$ cat src/rtl/serial_negate_ctrl.sv
// Word-level sequencer around a one-bit two's-complement converter: accepts a parallel word,
// streams it LSB-first through the converter and reassembles the serial result.
module serial_negate_ctrl #(
   parameter int unsigned WIDTH    = 8,
   parameter int unsigned CONV_LAT = 0
) (
   input  logic             t_clk,
   input  logic             r,
   input  logic             in_valid,
   output logic             in_ready,
   input  logic [WIDTH-1:0] in_data,
   input  logic             in_neg,
   output logic             out_valid,
   input  logic             out_ready,
   output logic [WIDTH-1:0] out_data,
   output logic             out_ovf,
   output logic             busy,
   output logic             ser_i,
   output logic             ser_r,
   input  logic             ser_y
);

   localparam int unsigned CNT_W = (WIDTH > 2) ? $clog2(WIDTH) : 1;
   localparam logic [WIDTH-1:0] MostNeg = {1'b1, {(WIDTH-1){1'b0}}};

   localparam logic [2:0] StIdle  = 3'd0;
   localparam logic [2:0] StClr   = 3'd1;
   localparam logic [2:0] StShift = 3'd2;
   localparam logic [2:0] StDrain = 3'd3;
   localparam logic [2:0] StDone  = 3'd4;

   logic [2:0]       state_q, state_d;
   logic [WIDTH-1:0] shift_q;
   logic [WIDTH-1:0] data_q;
   logic             ovf_q;
   logic [CNT_W-1:0] bit_cnt_q;
   logic [1:0]       drain_cnt_q;
   logic             accept;
   logic             shifting;
   logic             last_bit;
   logic             last_drain;
   logic             cap_en;

   assign accept     = (state_q == StIdle) && in_valid;
   assign shifting   = (state_q == StShift);
   assign last_bit   = (bit_cnt_q == CNT_W'(WIDTH - 1));
   assign last_drain = (drain_cnt_q == 2'(CONV_LAT - 1));

   always_comb begin
      state_d = state_q;
      unique case (state_q)
         StIdle:  if (in_valid) state_d = in_neg ? StClr : StDone;
         StClr:   state_d = StShift;
         StShift: if (last_bit) state_d = (CONV_LAT > 0) ? StDrain : StDone;
         StDrain: if (last_drain) state_d = StDone;
         StDone:  if (out_ready) state_d = StIdle;
         default: state_d = StIdle;
      endcase
   end

   // The capture window trails the SHIFT window by the converter latency.
   if (CONV_LAT == 0) begin : g_no_lat
      assign cap_en = shifting;
   end else begin : g_lat
      logic [CONV_LAT-1:0] cap_q;
      always_ff @(posedge t_clk) begin
         if (r) cap_q <= '0;
         else   cap_q <= (cap_q << 1) | CONV_LAT'(shifting);
      end
      assign cap_en = cap_q[CONV_LAT-1];
   end

   always_ff @(posedge t_clk) begin
      if (r) begin
         state_q     <= StIdle;
         shift_q     <= '0;
         data_q      <= '0;
         ovf_q       <= 1'b0;
         bit_cnt_q   <= '0;
         drain_cnt_q <= '0;
      end else begin
         state_q <= state_d;
         if (accept) begin
            shift_q <= in_data;
            ovf_q   <= in_neg && (in_data == MostNeg);
            if (!in_neg) data_q <= in_data;
         end else begin
            if (shifting) shift_q <= shift_q >> 1;
            // Serial result enters at the MSB so bit k lands in place after WIDTH captures.
            if (cap_en) data_q <= {ser_y, data_q[WIDTH-1:1]};
         end
         if (state_q == StClr)  bit_cnt_q <= '0;
         else if (shifting)     bit_cnt_q <= bit_cnt_q + 1'b1;
         if (shifting)               drain_cnt_q <= '0;
         else if (state_q == StDrain) drain_cnt_q <= drain_cnt_q + 1'b1;
      end
   end

   assign in_ready  = (state_q == StIdle);
   assign out_valid = (state_q == StDone);
   assign busy      = (state_q != StIdle);
   assign out_data  = data_q;
   assign out_ovf   = ovf_q;
   assign ser_i     = shifting && !r && shift_q[0];
   assign ser_r     = r || (state_q == StClr);

endmodule

$ cat config.mk
export PLATFORM = sky130hd
export DESIGN_NAME = serial_negate_ctrl
export DESIGN_NICKNAME = d
export VERILOG_FILES = /design/src/rtl/serial_negate_ctrl.sv
export SDC_FILE = /design/constraint.sdc
export NUM_CORES = 1
export LEC_CHECK = 0
export BUFFER_PORTS_ARGS = -buffer_cell sky130_fd_sc_hd__buf_4
export CORE_MARGIN = 4
export CORE_UTILIZATION = 35
export CTS_BUF_LIST = sky130_fd_sc_hd__clkbuf_4 sky130_fd_sc_hd__clkbuf_8
export CTS_CLUSTER_DIAMETER = 200
export DETAILED_ROUTE_END_ITERATION = 6
export HOLD_SLACK_MARGIN = 0.05
export SLEW_MARGIN = 0
export SYNTH_ARGS = -nofsm -noshare
export SYNTH_HDL_FRONTEND = slang
export SYNTH_SLANG_ARGS = --single-unit
$ cat constraint.sdc
create_clock -name t_clk -period 1.5 [get_ports t_clk]
set_input_delay 0 -clock t_clk [delete_from_list [all_inputs] [get_ports t_clk]]
set_output_delay 0 -clock t_clk [all_outputs]
set_load 0.02 [all_outputs]
Word-level counts from Yosys, hierarchy flattened:

Cells that the tools add are included.

* output and inout port bits: 14
* bits in writable memories: 0
* bits in latches: 0
* bits in read-only memories: 0
* register bits: 25
* memories kept: 0
* input port bits: 14

* $lt $le $gt $ge: 0
* add/sub/neg operators: 2
* bitwise gates (word level): 0
* multiplexer cells: 11
* multiply operators: 0
* reduce and logical (&&, ||, !) cells: 13
* shift-type cells: 0
* equality and inequality tests: 12
* div/mod/pow operators: 0

Operator list (number)
* two-way mux 8 bit: 5
* two-way mux 3 bit: 5
* case mux 3 bit (5 select lines): 1
* equality test 8 bit (second input constant): 1
* equality test 3 x 2 -> 1 bit (second input constant): 2
* equality test 3 bit (second input constant): 2
* inequality test 2 bit (second input constant): 3
* logical AND 1 bit: 4
* inequality test 2 x 1 -> 1 bit (second input constant): 2
* AND reduction 4 bit: 1
* OR reduction 2 bit: 2
* adder 3 x 1 -> 3 bit (second input constant): 1
* equality test 3 x 1 -> 1 bit (second input constant): 1
* zero test 3 bit: 1
* nonzero test 3 bit: 1
* adder 2 x 1 -> 2 bit (second input constant): 1
* equality test 2 bit (second input constant): 1
* AND reduction 2 bit: 1
* nonzero test 2 bit: 1
* zero test 1 bit: 1
* logical OR 1 bit: 1

Depth between registers and ports, before layout:

Gate-level depths: netlist (run 1).

* word-level depth: 4
* gate-level depth with buffers: 5
* gate-level depth less buffers: 5

Worst setup path before layout (run 1):

No wires, ideal clock.

* path type: flip-flop to flip-flop
* from: reg state_q[1]
* to: reg state_q[2]
* required time: 1.399 ns
* slack: 0.010 ns
* stages on the path, launching flop included: 6
* clock period less this slack: 1.490 ns
* setup time: 0.101 ns
* data arrival time: 1.389 ns
* path through: dfxtp_1 buf_4 buf_4 nor3b_1 nand2_1 o41ai_1

* cells in the longest elaborated chain, start to end: 3
* elaborated cells between the ends (all ways): 11

Ends and longest elaborated chain
* start: declaration: line 32 `logic [2:0] state_q, state_d;`
* start signal: assignment: line 75 `state_q <= StIdle;`
* start signal: assignment: line 82 `state_q <= state_d;`
* equality test 3 bit (*)
* via out_valid: line 13 `output logic out_valid,`
* inequality test 2 x 1 -> 1 bit (no source line)
* AND reduction 4 bit (no source line)

The timed path passes the listed nets; every way through them passes the cells marked *.
A chain may end at the register's enable or synchronous reset.

Worst setup path in the final report (run 1):

* from: reg state_q[0]
* to: out ser_r

* cells in the longest elaborated chain, start to end: 2

Ends and longest elaborated chain
* equality test 3 x 1 -> 1 bit: line 105 `assign ser_r = r || (state_q == StClr);`
* logical OR 1 bit: line 105
* end: declaration: line 19 `output logic ser_r,`

No other way between the ends.

==> results of run 1 <==
metal layers:
layer | vias to the layer above | part of all wire
met5 | - | 0
met4 | 0 | 0.012
met3 | 4 | 0.031
met2 | 15 | 0.50
met1 | 548 | 0.46
li1 | 585 | -
metrics by stage:
step	utilization	std cells
4_1_cts	0.4827	223
6_report	0.4958	227
2_1_floorplan	-	142
5_1_grt	0.4958	227
3_5_place_dp	0.4420	210
3_3_place_gp	0.4420	210
cells in the mapped netlist, types with 4 or more instances:
library cell and n:
a21oi_1 11, dfxtp_1 25, inv_1 9, o221a_1 8, buf_2 4, nor2_1 5
o21ai_0 7, buf_4 5, nand2_1 19, a22o_1 6
state kept, by name (all words and copies together) (netlist names):
register     flops
out_ovf          1
bit_cnt_q        3
shift_q          8
drain_cnt_q      2
state_q          3
out_data         8
worst min-delay path: cells and delay by family:
family                 cells  cell delay (ps)
AO/OA/AOI/OAI              1               60
buffers and inverters      1              150
AND/OR/NAND/NOR            1               70
worst min-delay path by stage:
stage	start	end	slack, ps	depth (start not counted)
finish	in_valid	shift_q[7]	50	3
CTS	in_data[4]	out_data[4]	50	2
global route	in_data[5]	out_data[5]	50	2
global placement	in_data[1]	out_data[1]	300	2
detailed placement	out_ready	state_q[2]	300	4
floorplan	in_data[7]	shift_q[7]	160	2
logic make-up (layout without fill, tap and decap cells):
group / Yosys count / after routing / share of synthesized area
buffers and inverters: 20 / 59 / 0.07692
adders and majority gates: 3 / 3 / 0.02921
and+or+nand+nor: 48 / 48 / 0.2210
xor gates and xnor gates: 1 / 1 / 0.006817
DFF: 25 / 25 / 0.3895
muxes: 2 / 2 / 0.01558
AOI/OAI and AO/OA: 43 / 43 / 0.2610
repair_timing:
action	4_1_cts	5_1_grt
gates resized for setup	1	4
buffers inserted	1	4
cloned	0	0
endpoints found under the setup margin	1	6
hold buffers	8	0
hold endpoints to repair	8	0
cell type report:
| class | count | area, um2 | area share |
|---|---|---|---|
| clock buffer | 4 | 48.80 | 0.02859 |
| multi-input combinational | 97 | 691.9 | 0.4054 |
| sequential | 25 | 501.7 | 0.2940 |
| tap | 46 | 57.56 | 0.03372 |
| timing repair buffer | 45 | 369.1 | 0.2163 |
| inverter | 10 | 37.54 | 0.02199 |
power by group through the flow:
stage               combinational (mW)  sequential (mW)  clock, mW
floorplan                        0.198            0.783          0
global placement                 0.344            0.759          0
detailed placement               0.352            0.763          0
CTS                              0.372            0.747      0.425
global route                     0.419            0.754      0.466
finish                           0.381            0.749      0.414
==> results.cfg, run 1 <==
[finish]
diodes = 0
layout_commonest_cell = buf_4
nNetsFinal = 199
n_fill_cell = 359
final_cell_mix = buf_4, dfxtp_1, nand2_1, a21oi_1, inv_1
final_area_mm2 = 0.001707
syn2layout_area_growth_pct = 32.81
drive_above_1_share = 0.2928

[clocking]
cts_sinks = 25
cts_root_buf = clkbuf_8
cts_tree = built
clockBufferDepth = 2
numCtsBuffers = 3
clkLatencyLatePin_ps = 270
cts.reportedPaths.clkPinSlew_ps = 90
cts_max_level = 1

[power]
p_int_mw = 1.102
p_leak_nw = 0.7222
seqPwrFrac = 0.485
peakVddDrop_uv = 552.5
design_power_total_mw = 1.544
p_switching_uw = 441.5
p_per_area_mw_per_mm2 = 904.6
pwr-share-comb = 0.247
swShare = 0.2860
clockPowerShare = 0.268

[critical_path]
critical_path.top_delay_family = buffers and inverters
cp_slowest_stage_delay_ps = 400
critPathCaptureType = primary output
crit_end = ser_r
worstSetupPathType = reg -> out
reg2regPathDepth = 6
rrSetupSlack_ps = 120
arrival_ps = 1420
crit_cells = 4
regToRegEndpoint = bit_cnt_q[2]
start_kind = flop
crit_buf_inv = 3
required_ps = 1500
critPathSlowestCell = dfxtp_1
worstPathCellList = buf_6, inv_2, o31ai_4, buf_4
worstPathMaxFanout = 11
cp-startpoint = state_q[0]
crit-reg2reg-launch = state_q[2]

[global_routing]
gr-total-overflow = 0
busiest_layer = met2
met3_usage = 0.04052
grtUsageTotal = 0.1590
grt_pass1_wl_mm = 5.526
grt_pass1_vias = 1197
met2_usage = 0.2741
antenna_found_initial = 0
grt.met1_usage = 0.1901
grt_max_degree = 19

[detailed_routing]
ant_nets = 0
via_per_inst = 5.075
first_pass_iters = 4
num_vias = 1152
drc = 0
drt_iter0_drc = 69
wire_per_inst_um = 14.59
routed_wl_mm = 3.311

[floorplanning]
fp.dieW_um = 68.59
ios = 28
coreArea_mm2 = 0.003442
die_area_mm2 = 0.004705
rows = 21
initial_utilization = 0.3733
die_y_um = 68.59

[timing]
setup_tns_ps = 0
fin_ws_ps = 77.66
finClkSkew_ps = 8.498
grt_setup_unrepaired = no
relSlewSlack = 0.6749
worst_pin_slew_ps = 485.1
holdWs_ps = 54.21
fmax_mhz = 703.1
setup_viol = 0
hold_viol_final = 0
min_period_ps = 1422
post-route-period-util = 0.9482
drv_slew = 0

[logic_synthesis]
synth_warnings = 0
syn-num-nets = 159
synthCells = 142
ys_async_sr_fraction = 0
yosys.area.top_type_share = 0.3895
seq_area_frac_synth = 0.3895
netlist_area_mm2 = 0.001285
synth-edff-count = 0
ys_ff_latch = 25
yosysUniqueCellTypes = 43
synth_top_area_cell = dfxtp_1
synth_area_leaders = dfxtp_1, o221a_1, nand2_1, a21oi_1, a22o_1
avgSynthCellArea_um2 = 9.049
synthFlopType = dfxtp_1

[placed_design]
hpwl_mm = 2.411
pre_cts_ws_ps = 92.81
gp_congestion = 0.8190
portBuffers = 27
dpl_cell_area_mm2 = 0.001521

[run_status]
status = complete, no violations

[flow_run]
max-cap-violations = 0

[min_path]
holdCritPathClass = in -> reg
Note: power is estimated with default switching activity, not from simulation.
==> run 2, diff against run 1 <==
--- a/config.mk
+++ b/config.mk
@@ -17,2 +17,3 @@
 export SYNTH_HDL_FRONTEND = slang
 export SYNTH_SLANG_ARGS = --single-unit
+export TNS_END_PERCENT = 1
==> constraint.sdc (replaced) <==
create_clock -name t_clk -period 1.5 [get_ports t_clk]
set_input_delay 0.3 -clock t_clk [delete_from_list [all_inputs] [get_ports t_clk]]
set_output_delay 0.3 -clock t_clk [all_outputs]
set_load 0.02 [all_outputs]
==> run 2 against run 1 <==
  * The run now ends with setup timing left
  * Final area is 1.0% lower
  * Global-route usage is 1.2 points lower
  * Power is 0.54% higher
  * Non-clock buffer count is 4 lower
  * First-iteration DRC count is 14% lower
  * Combinational power hardly changed
  * Sequential cell count stayed put
  * Register-to-register slack better by 50 ps
  * Largest cell class unchanged
  * Largest power group unchanged
==> results.cfg, run 2 (same netlist as run 1, synthesis figures left out) <==
[detailed_routing]
drc = 0
num_vias = 1131
drt_iter0_drc = 59
first_pass_iters = 4
via_per_inst = 5.072
routed_wl_mm = 3.091
ant_nets = 0
wire_per_inst_um = 13.86

[finish]
final_cell_mix = buf_4, dfxtp_1, nand2_1, a21oi_1, inv_1
multi_input_area_um2 = 703.2
diodes = 0
n_fill_cell = 340
layout_commonest_cell = buf_4
final_area_mm2 = 0.001689
nNetsFinal = 195
drive_above_1_share = 0.3390
seqCellArea_um2 = 511.7
syn2layout_area_growth_pct = 31.45

[floorplanning]
die_area_mm2 = 0.004705
fp.dieW_um = 68.59
ios = 28
rows = 21
initial_utilization = 0.3733
die_y_um = 68.59
coreArea_mm2 = 0.003442

[power]
peakVddDrop_uv = 759.5
p_per_area_mw_per_mm2 = 918.9
p_leak_nw = 0.7147
design_power_total_mw = 1.552

[min_path]
hp-start = out_ready
min_path_cells = 4
worstHoldEndpoint = state_q[2]
holdCritPathClass = in -> reg

[timing]
fmax_mhz = 662.8
finClkSkew_ps = 5.446
setup_viol = 1
drv_slew = 0
grt_setup_unrepaired = yes
post-route-period-util = 1.006
min_period_ps = 1509
fin_ws_ps = -8.850
relSlewSlack = 0.6921
hold_viol_final = 0
worst_pin_slew_ps = 459.3

[placed_design]
dpl_cell_area_mm2 = 0.001556
hpwl_mm = 2.325
gp_congestion = 0.8127
portBuffers = 27

[run_status]
status = finished with violations
violations = setup timing

[global_routing]
grtUsageTotal = 0.1470
antenna_found_initial = 0
grt_pass1_wl_mm = 5.264
gr-total-overflow = 0
grt_pass1_vias = 1106
grt_max_degree = 16

[clocking]
ctsHoldBuffers = 0
clockBufferDepth = 2
clkLatencyLatePin_ps = 270
cts_tree = built
cts_max_level = 1
numCtsBuffers = 3
cts.reportedPaths.clkPinSlew_ps = 90
cts_sinks = 25
cts_root_buf = clkbuf_8

[critical_path]
crit-reg2reg-launch = state_q[2]
worstPathMaxFanout = 6
arrival_ps = 1210
worstSetupPathType = reg -> out
regToRegEndpoint = out_data[5]
required_ps = 1200
start_kind = flop
critPathCaptureType = primary output
rrSetupSlack_ps = 170
reg2regPathDepth = 3

[flow_run]
max-cap-violations = 0
run 2: cell types whose count changed in the layout (fill, tap and decap cells not counted), sizes merged:
cell | previous run | this run
buf | 37 | 41
clkbuf | 4 | 3
clkinvlp | 0 | 1
dlygate4sd3 | 8 | 0
run 2: cell type report:
cell class | count | area share
clock buffer | 3 | 0.02444
multi-input combinational | 97 | 0.4163
timing repair buffer | 41 | 0.1956
inverter | 10 | 0.02222
sequential | 25 | 0.3030
clock inverter | 1 | 0.004444
tap | 46 | 0.03407
run 2: worst max path at each step:
stage	start	to	slack, ps	cells after the start
after floorplan	state_q[1]	busy	10	4
after global placement	state_q[0]	ser_r	130	3
after detailed placement	state_q[0]	ser_r	130	3
after CTS	state_q[1]	busy	-10	4
after global routing	state_q[2]	ser_r	-60	3
final	state_q[1]	ser_r	-9	3
run 2: worst max-delay path: stages (launching register included):
cell and delay [ps]:
dfxtp_4 380, buf_6 130, o31ai_4 280, buf_6 160
run 2: metrics by stage:
stage          std cells  TNS (ps)  worst slack [ps]    util  hold WS [ps]
2_1_floorplan        142         0             11.47       -         435.6
3_3_place_gp         214         0             132.9  0.4522         444.9
3_5_place_dp         214         0             125.8  0.4522         462.5
4_1_cts              221    -12.24            -12.11  0.4824         274.0
5_1_grt              223    -143.6            -58.82  0.4907         292.3
6_report             223    -8.850            -8.850  0.4907         275.0
run 2: power breakdown:
group	switching (mW)	internal, mW	total (mW)
Clock	0.231	0.188	0.419
Combinational	0.192	0.189	0.381
Sequential	0.0427	0.710	0.752
run 2: layer usage:
layer / wire (um) / track usage
met1: 1474 / 0.2053
met5: 0 / 0
met3: 131 / 0.04538
met4: 14 / 0.01985
met2: 1470 / 0.2265
run 2: repair_timing:
action / in CTS / in global routing
pin swaps: 2 / 0
setup buffers: 3 / 2
gates cloned: 0 / 0
endpoints found under the setup margin: 4 / 5
resized for setup: 11 / 3
==> run 3, diff against run 2 <==
ABC_AREA = 1   (was not set)
==> run 3 against run 2 <==
  * Critical path type unchanged
  * Die area up 2.2%
  * Combinational power rose to 4.8 times the previous value
  * Area after synthesis up 2.4%
  * Sequential share of layout area down 0.61 points
  * Synthesized cell count up 36%
  * Clock skew up 5.3 ps
  * Register-to-register slack worse by 50 ps
  * The run now ends clean
  * Power up 110%
  * First-iteration DRC count up 27%
==> results.cfg, run 3 <==
[finish]
final_util = 0.4686
final_area_mm2 = 0.001715
drive_above_1_share = 0.2857
layout_commonest_cell = nand2_1
syn2layout_area_growth_pct = 30.32
final_cell_mix = nand2_1, buf_4, nor2_1, dfxtp_1, inv_1
nNetsFinal = 249
diodes = 0

[detailed_routing]
drc = 0
via_per_inst = 4.538
drt_iter0_drc = 75
wire_per_inst_um = 11.36
ant_nets = 0
num_vias = 1266
routed_wl_mm = 3.169
first_pass_iters = 4

[timing]
drv_slew = 0
setup_tns_ps = 0
grt_setup_unrepaired = yes
relSlewSlack = 0.8450
min_period_ps = 1458
holdWs_ps = 252.9
fin_ws_ps = 41.91
finClkSkew_ps = 10.72
fmax_mhz = 685.8
setup_viol = 0
hold_viol_final = 0
post-route-period-util = 0.9721
worst_pin_slew_ps = 231.7

[clocking]
cts_tree = built
cts_max_level = 1
cts_sinks = 25
clockBufferDepth = 2
cts_root_buf = clkbuf_8
numCtsBuffers = 3
ctsHoldBuffers = 0
cts.reportedPaths.clkPinSlew_ps = 90
clkLatencyLatePin_ps = 280

[placed_design]
dpl_cell_area_mm2 = 0.001603
hpwl_mm = 2.321
pre_cts_ws_ps = 31.39
gp_congestion = 0.8523
portBuffers = 27

[critical_path]
critPathCaptureType = primary output
worstSetupPathType = reg -> out
rrSetupSlack_ps = 120
worstPathMaxFanout = 6
crit-reg2reg-launch = state_q[1]
required_ps = 1200
crit_end = ser_r
reg2regPathDepth = 8
arrival_ps = 1160
regToRegEndpoint = out_data[4]
cp-startpoint = state_q[1]
start_kind = flop

[logic_synthesis]
yosys.area.top_type_share = 0.3802
synth_top_area_cell = dfxtp_1
synth-edff-count = 0
yosysUniqueCellTypes = 25
synth_warnings = 0
synthFlopType = dfxtp_1
syn-num-nets = 210
avgSynthCellArea_um2 = 6.820
yosysMostFrequentCell = nand2_1
synth_commonest_cells = nand2_1, nor2_1, dfxtp_1
synth_area_leaders = dfxtp_1, nand2_1, nor2_1, inv_1, a21oi_1
synthCells = 193
netlist_area_mm2 = 0.001316
ys_ff_latch = 25
ys_async_sr_fraction = 0
seq_area_frac_synth = 0.3802

[global_routing]
grtUsageTotal = 0.1396
gr-total-overflow = 0
grt_max_degree = 16
antenna_found_initial = 0
grt_pass1_wl_mm = 5.568
grt_pass1_vias = 1250

[floorplanning]
rows = 22
fp.dieW_um = 69.33
initial_utilization = 0.3595
coreArea_mm2 = 0.003661
die_area_mm2 = 0.004806
ios = 28
die_y_um = 69.33

[run_status]
status = complete, no violations

[power]
peakVddDrop_uv = 1037
seqPwrFrac = 0.310
p_per_area_mw_per_mm2 = 1900
p_leak_nw = 0.8606
swShare = 0.4507
pwr-share-comb = 0.560
clockPowerShare = 0.130
p_int_mw = 1.791
p_switching_mw = 1.469

[min_path]
holdCritPathClass = in -> reg

[flow_run]
max-cap-violations = 0
## run 3: changes by cell type after synthesis, sizes merged, moves of 4 or more
cell	previous run	this run
a22o	6	0
buf	9	5
inv	10	22
nand2	19	57
nand3	1	12
nor2	6	39
o221a	8	0
## run 3: area by class of cell
| cell class | count | area (um2) |
|---|---|---|
| Fill cell | 394 | 1946 |
| Multi-Input combinational cell | 141 | 709.4 |
| Sequential cell | 25 | 509.2 |
| Timing Repair Buffer | 39 | 300.3 |
| Inverter | 22 | 87.58 |
| Tap cell | 48 | 60.06 |
| Clock buffer | 3 | 41.29 |
| Clock inverter | 1 | 7.507 |
## run 3: how the worst min path moves through the flow
| stage | slack [ps] | cells after the start | from | to |
|---|---|---|---|---|
| 2_1_floorplan | 440 | 2 | bit_cnt_q[1] | bit_cnt_q[1] |
| 3_3_place_gp | 460 | 2 | bit_cnt_q[1] | bit_cnt_q[1] |
| 3_5_place_dp | 460 | 2 | bit_cnt_q[2] | bit_cnt_q[2] |
| 4_1_cts | 250 | 2 | r | shift_q[7] |
| 5_1_grt | 270 | 2 | r | shift_q[0] |
| 6_report | 250 | 2 | r | shift_q[7] |
## run 3: power groups by stage
stage / sequential (mW) / clock (mW) / combinational, mW
2_1_floorplan: 1.12 / 0 / 1.11
3_3_place_gp: 1.00 / 0 / 1.74
3_5_place_dp: 0.999 / 0 / 1.74
4_1_cts: 1.00 / 0.437 / 1.80
5_1_grt: 1.04 / 0.460 / 2.03
6_report: 1.01 / 0.424 / 1.83
## run 3: logic make-up (layout without fill, tap and decap cells)
group,count (synthesis),after routing,share of synthesized area
and+or+nand+nor,113,113,0.3954
AOI/OAI and AO/OA,25,25,0.09791
adders and majority gates,3,3,0.02852
buffers and inverters,27,65,0.09790
DFF,25,25,0.3802
## run 3: routing by layer
| layer | global-route usage | wire [um] | up-vias |
|---|---|---|---|
| met5 | 0 | 0 | - |
| met4 | 0.03905 | 44 | 0 |
| met1 | 0.1758 | 1480 | 547 |
| met2 | 0.2320 | 1458 | 34 |
| met3 | 0.03913 | 186 | 6 |
| li1 | - | - | 679 |
## run 3: worst max-delay path, stage by stage, from the launching register on
cell and delay (ps):
dfxtp_4 380, nor2_4 160, nand2_2 90, nand2_2 110, buf_4 150
## run 3: what timing repair did
item | in CTS | in global routing
resized for setup | 8 | 6
setup endpoints to repair | 2 | 3
pin swaps | 1 | 3
buffers inserted | 2 | 1
## run 3: through the flow
step | cells | power (mW)
5_1_grt | 279 | 3.528
3_5_place_dp | 272 | 2.741
2_1_floorplan | 193 | 2.224
3_3_place_gp | 272 | 2.741
4_1_cts | 278 | 3.236
6_report | 279 | 3.260
